[config.mk]
export PLATFORM = sky130hd
export DESIGN_NAME = level_sequencer
export DESIGN_NICKNAME = d
export VERILOG_FILES = /design/src/rtl/level_sequencer.sv
export SDC_FILE = /design/constraint.sdc
export NUM_CORES = 1
export LEC_CHECK = 0
export CAP_MARGIN = 10
export CORE_ASPECT_RATIO = 0.75
export CORE_MARGIN = 2
export CORE_UTILIZATION = 35
export DETAILED_ROUTE_END_ITERATION = 12
export GPL_TIMING_DRIVEN = 0
export HOLD_SLACK_MARGIN = 0.12
export SLEW_MARGIN = 20
export SYNTH_ARGS = -nofsm -noshare
export SYNTH_HDL_FRONTEND = slang
export SYNTH_SLANG_ARGS = --single-unit
[constraint.sdc]
create_clock -name clk -period 2.2 [get_ports clk]
set_input_delay 0.44 -clock clk [delete_from_list [all_inputs] [get_ports clk]]
set_output_delay 0.44 -clock clk [all_outputs]
set_load 0.05 [all_outputs]
[src/rtl/level_sequencer.sv]
// Game flow sequencer: IDLE/PLAY/DYING/LEVEL_DONE/GAME_OVER with bomb fuse timing on frame ticks.
// All outputs registered, updating on the edge that consumes the input; no backpressure, inputs sampled every cycle.
module level_sequencer #(
  parameter int BOMB_STEP    = 30,
  parameter int DYING_FRAMES = 60,
  parameter int DONE_FRAMES  = 60,
  parameter int NUM_LEVELS   = 3,
  parameter int START_LIVES  = 3
) (
  input  logic       clk,
  input  logic       rst_n,
  input  logic       frame_tick,
  input  logic       start_key,
  input  logic       bomb_key,
  input  logic       death,
  input  logic       exit_reached,
  input  logic [9:0] char_pos_x,
  input  logic [9:0] char_pos_y,
  output logic       active,
  output logic [3:0] part_en,
  output logic [1:0] level,
  output logic [1:0] lives,
  output logic [3:0] b_cnt,
  output logic [9:0] bomb_pos_x,
  output logic [9:0] bomb_pos_y,
  output logic       game_over,
  output logic       win
);

  localparam int MAXF_A = (DYING_FRAMES > DONE_FRAMES) ? DYING_FRAMES : DONE_FRAMES;
  localparam int MAXF   = (MAXF_A > BOMB_STEP) ? MAXF_A : BOMB_STEP;
  localparam int CW     = $clog2(MAXF + 1);

  typedef enum logic [2:0] {S_IDLE, S_PLAY, S_DYING, S_DONE, S_OVER} state_t;

  state_t          r_state, w_state_nxt;
  logic            r_start_q, r_bomb_q, r_exit_q;
  logic [1:0]      r_part, w_part_nxt;
  logic [1:0]      r_level, w_level_nxt;
  logic [1:0]      r_lives, w_lives_nxt;
  logic [3:0]      r_b_cnt, w_b_cnt_nxt;
  logic [9:0]      r_bomb_x, w_bomb_x_nxt;
  logic [9:0]      r_bomb_y, w_bomb_y_nxt;
  logic [CW-1:0]   r_cnt, w_cnt_nxt;
  logic            r_active, r_game_over, r_win;
  logic [3:0]      r_part_en;
  logic            w_active_nxt, w_game_over_nxt, w_win_nxt;
  logic [3:0]      w_part_en_nxt;
  logic            w_start_rise, w_bomb_rise, w_exit_rise;
  logic            w_dying_end, w_done_end, w_step_end;

  assign w_start_rise = start_key & ~r_start_q;
  assign w_bomb_rise  = bomb_key & ~r_bomb_q;
  assign w_exit_rise  = exit_reached & ~r_exit_q;
  assign w_dying_end  = frame_tick && (r_cnt == CW'(DYING_FRAMES - 1));
  assign w_done_end   = frame_tick && (r_cnt == CW'(DONE_FRAMES - 1));
  assign w_step_end   = r_cnt == CW'(BOMB_STEP - 1);

  always_ff @(posedge clk or negedge rst_n) begin
    if (!rst_n) r_state <= S_IDLE;
    else        r_state <= w_state_nxt;
  end

  always_comb begin
    w_state_nxt = r_state;
    case (r_state)
      S_IDLE:  if (w_start_rise) w_state_nxt = S_PLAY;
      S_PLAY: begin
        if (death)                                 w_state_nxt = S_DYING;
        else if (w_exit_rise && (r_part == 2'd3))  w_state_nxt = S_DONE;
      end
      S_DYING: if (w_dying_end) w_state_nxt = (r_lives == 2'd0) ? S_OVER : S_PLAY;
      S_DONE:  if (w_done_end)  w_state_nxt = (r_level == 2'(NUM_LEVELS - 1)) ? S_OVER : S_PLAY;
      S_OVER:  if (w_start_rise) w_state_nxt = S_IDLE;
      default: w_state_nxt = S_IDLE;
    endcase
  end

  // Datapath next values; the frame counter doubles as bomb step counter in PLAY.
  always_comb begin
    w_part_nxt   = r_part;
    w_level_nxt  = r_level;
    w_lives_nxt  = r_lives;
    w_b_cnt_nxt  = r_b_cnt;
    w_bomb_x_nxt = r_bomb_x;
    w_bomb_y_nxt = r_bomb_y;
    w_cnt_nxt    = r_cnt;
    case (r_state)
      S_IDLE: if (w_start_rise) begin
        w_level_nxt = 2'd0;
        w_part_nxt  = 2'd0;
        w_lives_nxt = 2'(START_LIVES);
        w_b_cnt_nxt = 4'd0;
      end
      S_PLAY: begin
        if (death) begin
          w_lives_nxt = r_lives - 2'd1;
        end else if (w_exit_rise) begin
          w_b_cnt_nxt = 4'd0;
          w_cnt_nxt   = '0;
          if (r_part != 2'd3) w_part_nxt = r_part + 2'd1;
        end else if (w_bomb_rise && (r_b_cnt == 4'd0)) begin
          w_bomb_x_nxt = char_pos_x;
          w_bomb_y_nxt = char_pos_y;
          w_b_cnt_nxt  = 4'd1;
          w_cnt_nxt    = '0;
        end else if ((r_b_cnt != 4'd0) && frame_tick) begin
          if (w_step_end) begin
            w_cnt_nxt   = '0;
            w_b_cnt_nxt = (r_b_cnt == 4'd3) ? 4'd0 : r_b_cnt + 4'd1;
          end else begin
            w_cnt_nxt = r_cnt + CW'(1);
          end
        end
      end
      S_DYING: if (frame_tick) w_cnt_nxt = r_cnt + CW'(1);
      S_DONE: begin
        if (frame_tick) w_cnt_nxt = r_cnt + CW'(1);
        if (w_done_end && (r_level != 2'(NUM_LEVELS - 1))) begin
          w_level_nxt = r_level + 2'd1;
          w_part_nxt  = 2'd0;
        end
      end
      default: ;
    endcase
    if (w_state_nxt != r_state) w_cnt_nxt = '0;
    if (w_state_nxt != S_PLAY)  w_b_cnt_nxt = 4'd0;
  end

  always_comb begin
    w_active_nxt    = (w_state_nxt == S_PLAY);
    w_part_en_nxt   = ((w_state_nxt == S_PLAY) || (w_state_nxt == S_DYING)) ? (4'b0001 << w_part_nxt) : 4'b0000;
    w_game_over_nxt = (w_state_nxt == S_OVER);
    // Win is decided by the state we leave into GAME_OVER from, then held.
    w_win_nxt       = (w_state_nxt == S_OVER) && ((r_state == S_OVER) ? r_win : (r_state == S_DONE));
  end

  always_ff @(posedge clk or negedge rst_n) begin
    if (!rst_n) begin
      r_start_q   <= 1'b1;
      r_bomb_q    <= 1'b1;
      r_exit_q    <= 1'b1;
      r_part      <= 2'd0;
      r_level     <= 2'd0;
      r_lives     <= 2'd0;
      r_b_cnt     <= 4'd0;
      r_bomb_x    <= 10'd0;
      r_bomb_y    <= 10'd0;
      r_cnt       <= '0;
      r_active    <= 1'b0;
      r_part_en   <= 4'd0;
      r_game_over <= 1'b0;
      r_win       <= 1'b0;
    end else begin
      r_start_q   <= start_key;
      r_bomb_q    <= bomb_key;
      r_exit_q    <= exit_reached;
      r_part      <= w_part_nxt;
      r_level     <= w_level_nxt;
      r_lives     <= w_lives_nxt;
      r_b_cnt     <= w_b_cnt_nxt;
      r_bomb_x    <= w_bomb_x_nxt;
      r_bomb_y    <= w_bomb_y_nxt;
      r_cnt       <= w_cnt_nxt;
      r_active    <= w_active_nxt;
      r_part_en   <= w_part_en_nxt;
      r_game_over <= w_game_over_nxt;
      r_win       <= w_win_nxt;
    end
  end

  assign active     = r_active;
  assign part_en    = r_part_en;
  assign level      = r_level;
  assign lives      = r_lives;
  assign b_cnt      = r_b_cnt;
  assign bomb_pos_x = r_bomb_x;
  assign bomb_pos_y = r_bomb_y;
  assign game_over  = r_game_over;
  assign win        = r_win;

endmodule
==> results of run 1 <==
[state kept, by name, summed over array words and instances, names as in the netlist, 2 cells and up]
signal	cells
bomb_pos_x	10
bomb_pos_y	10
r_cnt	6
b_cnt	4
part_en	4
r_state	3
level	2
lives	2
r_part	2
[layout make-up]
class | instances | area, um2
Fill cell | 653 | 3330
Sequential cell | 49 | 1230
Multi-Input combinational cell | 153 | 1200
Timing Repair Buffer | 69 | 667
Tap cell | 84 | 105
Clock buffer | 6 | 82.6
Inverter | 12 | 45.0
Clock inverter | 2 | 37.5
Buffer | 4 | 30.0
[synthesized netlist by cell type, types with 2 or more instances]
master | count | area, um2
clkbuf_1 | 4 | 15.0
or3b_2 | 3 | 26.3
mux2_2 | 23 | 259
nor2b_1 | 2 | 12.5
nor3_1 | 4 | 20.0
dfrtp_1 | 46 | 1150
o41ai_1 | 2 | 17.5
a21boi_0 | 2 | 15.0
o21ai_0 | 7 | 35.0
nand2_1 | 13 | 48.8
nand3_1 | 9 | 45.0
inv_1 | 11 | 41.3
or4_1 | 2 | 15.0
or3b_1 | 2 | 17.5
or3_1 | 7 | 43.8
dfstp_2 | 3 | 78.8
a21oi_1 | 13 | 65.1
a31oi_1 | 6 | 37.5
nor3b_1 | 3 | 22.5
a2bb2oi_1 | 4 | 35.0
nor2_1 | 10 | 37.5
and3_1 | 3 | 18.8
nand2b_1 | 5 | 31.3
a31o_2 | 3 | 26.3
nor4_1 | 2 | 12.5
nand3b_1 | 2 | 15.0
ha_1 | 6 | 75.1
[layer usage]
layer	track usage	routed length, um	vias to the layer above
met5	0	0	-
met4	0.0457	47	0
met3	0.0468	309	4
met2	0.233	2520	54
met1	0.229	2870	962
li1	-	-	951
[power groups by stage]
| stage | Combinational, uW | Clock (uW) | Sequential, uW |
|---|---|---|---|
| after floorplan | 502 | 0 | 1710 |
| after global placement | 1450 | 0 | 1240 |
| after detailed placement | 1470 | 0 | 1240 |
| after CTS | 1500 | 712 | 1230 |
| after global routing | 1650 | 755 | 1280 |
| final | 1540 | 684 | 1240 |
[kinds of logic after synthesis]
family / share of synthesized area
AOI/OAI and AO/OA: 0.123
muxes: 0.112
DFF: 0.511
buffers and inverters: 0.0270
adders and majority gates: 0.0312
xor gates and xnor gates: 0.00364
and+or+nand+nor: 0.192
[timing repair]
action / in CTS / in global routing
cloned: 0 / 0
setup endpoints to repair: 30 / 34
pin swaps: 8 / 6
setup buffers: 7 / 1
resized for setup: 12 / 11
[path summary, 6_finish.rpt]
path	startpoint	end	slack [ps]	cells after the start
worst min-delay path	rst_n	game_over	140	1
max in group asynchronous	rst_n	b_cnt[1]	1590	1
worst max-delay path	b_cnt[0]	b_cnt[3]	-30	7
worst max register to register	b_cnt[0]	b_cnt[3]	-30	7
min in group clk	bomb_pos_x[7]	bomb_pos_x[7]	510	1
worst min register to register	bomb_pos_x[7]	bomb_pos_x[7]	510	1
[worst max-delay path, delay by kind of cell, from the launching register on]
family                   cells  cell delay [ps]
AND/OR/NAND/NOR              4             1430
adder cells (fa/ha/maj)      1              150
buffers and inverters        1               50
flip-flops                   1              380
AO/OA/AOI/OAI                1              140
[metrics by stage]
step	total power [uW]	hold slack, ps	setup WS [ps]
after floorplan	2210	144	-163
final	3460	144	-26.4
after global routing	3680	190	-140
after CTS	3440	169	-5.15
after detailed placement	2710	493	-393
after global placement	2690	487	-1030
==> results list, run 1 <==
- The flow ran to the end, but the final reports show violations.
- The final reports fail on setup timing.
- Leaving out fill and tap cells, the most frequent cell in the layout is clkdlybuf4s50_1.
* Comb pwr share: 0.443
- Final core utilization: 0.505
- Most frequent cells in the layout: clkdlybuf4s50_1 (59), dfrtp_1 (44), mux2_2 (23)
- Mean routed wirelength per cell: 15.2 um
- After clock tree synthesis, the clock-pin slew on the worst setup and hold paths is 90 ps.
* Number of global-route vias before repair: around 1900
- N_diodes: 0
* CP max-delay cell: or4b_4
- I/O pin count: 62
- TritonCTS created 5 clock buffers.
- Data arrival at the endpoint of the critical path: between 2000 and 2500 ps
- Last weighted congestion value of the routability-driven placer: 0.817
* Setup slack of the critical path after layout: -26.4 ps
- Instance count after placement with tap cells included: 364
* Peak supply drop: 0.605 mV
- Total of warnings raised by yosys: 0
* Final Routed Wirelength: 5750 um
- Number of antenna violations at the first check in global routing: 0
- In the routed design, unresolved DRC markers number 0.
- The mapped netlist covers 2410 um2.
- Number of distinct library cells after synthesis: 49
- After layout, the minimum clock period comes to 2230 ps.
* Worst endpoint required time: 2430 ps
* Delay of the slowest critical-path stage: approximately 480 ps
- Number of hold-repair buffers added at the cts stage: 0
- The tool flagged a number of max-cap violations equal to 0.
- Fraction of final layout cells with drive strength greater than 1: 0.247
- Routed via count: 1971
- In the finished design, the share of the clock period the worst path needs comes to 1.01.
- Entering global routing, the biggest net connects 50 pins.
* Clock tree root driver cell: clkbuf_8
* Gate count of the mapped netlist: 219
- The critical path is of the reg -> reg type.
* Non-filler cells, final: 379
- The area growth from synthesis to layout is 41.3%.
- The floorplan has 26 rows.
- TritonRoute pass-1 iters: 6
- Internal power comes to 2060 uW.
* Starting utilization of the core area: 0.357
- The first routing iteration left 75 violations.
- For this run, the top clock speed supported by timing is 449 MHz.
- Floorplan Core Area: between 6000 and 7000 um2
- A synthesized cell averages 11.0 um2.
- Once detail routing completed, the nets flagged for antenna violations numbered 0.
- After routing the design area is 3400 um2.
- The share of total power dissipated in sequential elements is 0.359.
- Leakage component of the power: 0.00143 uW
* Areal power density over the cells: 1020 nW/um2
- Total Negative Setup Slacks: -38.7 ps
* Part of the power in the clock network: 0.198
- Global routing finished with a remaining overflow of 0.
- In this run the worst hold path is classified as in -> async.
- # setup viols final: 2
- Maximum fanout along the worst path: 3
- For this run, the total global-route usage over all layers was measured as 0.159.
- Final hold viol count: 0
- Number of nets in the synthesized netlist: 252
- Vias per cell: about 5.2
- Total cell area at the placement stage: 3130 um2
- For this run, the leading register cell type out of synthesis is dfrtp_1.
* Share of async-settable or async-resettable flops after synthesis: 1.00
- Clock network latency to the later pin of the worst-skew pair: 300 ps
- The first global-routing pass estimated 9360 um of wire.
- Flip-flop and latch count after synthesis: about 50
- TritonCTS built the clock tree.
- Of the total power, the share spent switching nets is 0.406.
- The die covers about 7600 um2.
* Placed wire-length estimate after detailed placement: 3930 um
* Maximum level of the CTS H-tree: 2
- Max Slew Vio Count: 0
- Setup repair after global routing missed its margin: yes
- Die outline height: roughly 76 um
- The critical path goes through inv_2 -> ha_4 -> or3b_4 -> or4b_4 -> or3_1 -> or3b_1 -> a31oi_1.
* Final layout net count: approximately 330
* CTS sink count: 49
- Number of synthesized flops with an enable pin: 0
- Worst Skew: 2.98 ps
* Width of the die: 99.7 um
- Sw Pwr: roughly 1400 uW
- The share of the Yosys chip area taken by registers is 0.511.
- Buffers placed on the I/O ports in this run total 61.
- Crit. End Element: register
- Number of buffers on the longest clock path: 2
- STA classifies the critical path startpoint as a register.
- The worst pin sits at a relative slew slack of 0.580.
- For the pin with the worst max-slew slack, the measured transition is roughly 630 ps.
Note: power is estimated with default switching activity, not from simulation.
==> run 2: changes to the inputs <==
HOLD_SLACK_MARGIN = 0.08   (was 0.12)
==> results of run 2 <==
No change in the layout: final DEF, timing and power equal those of run 1.
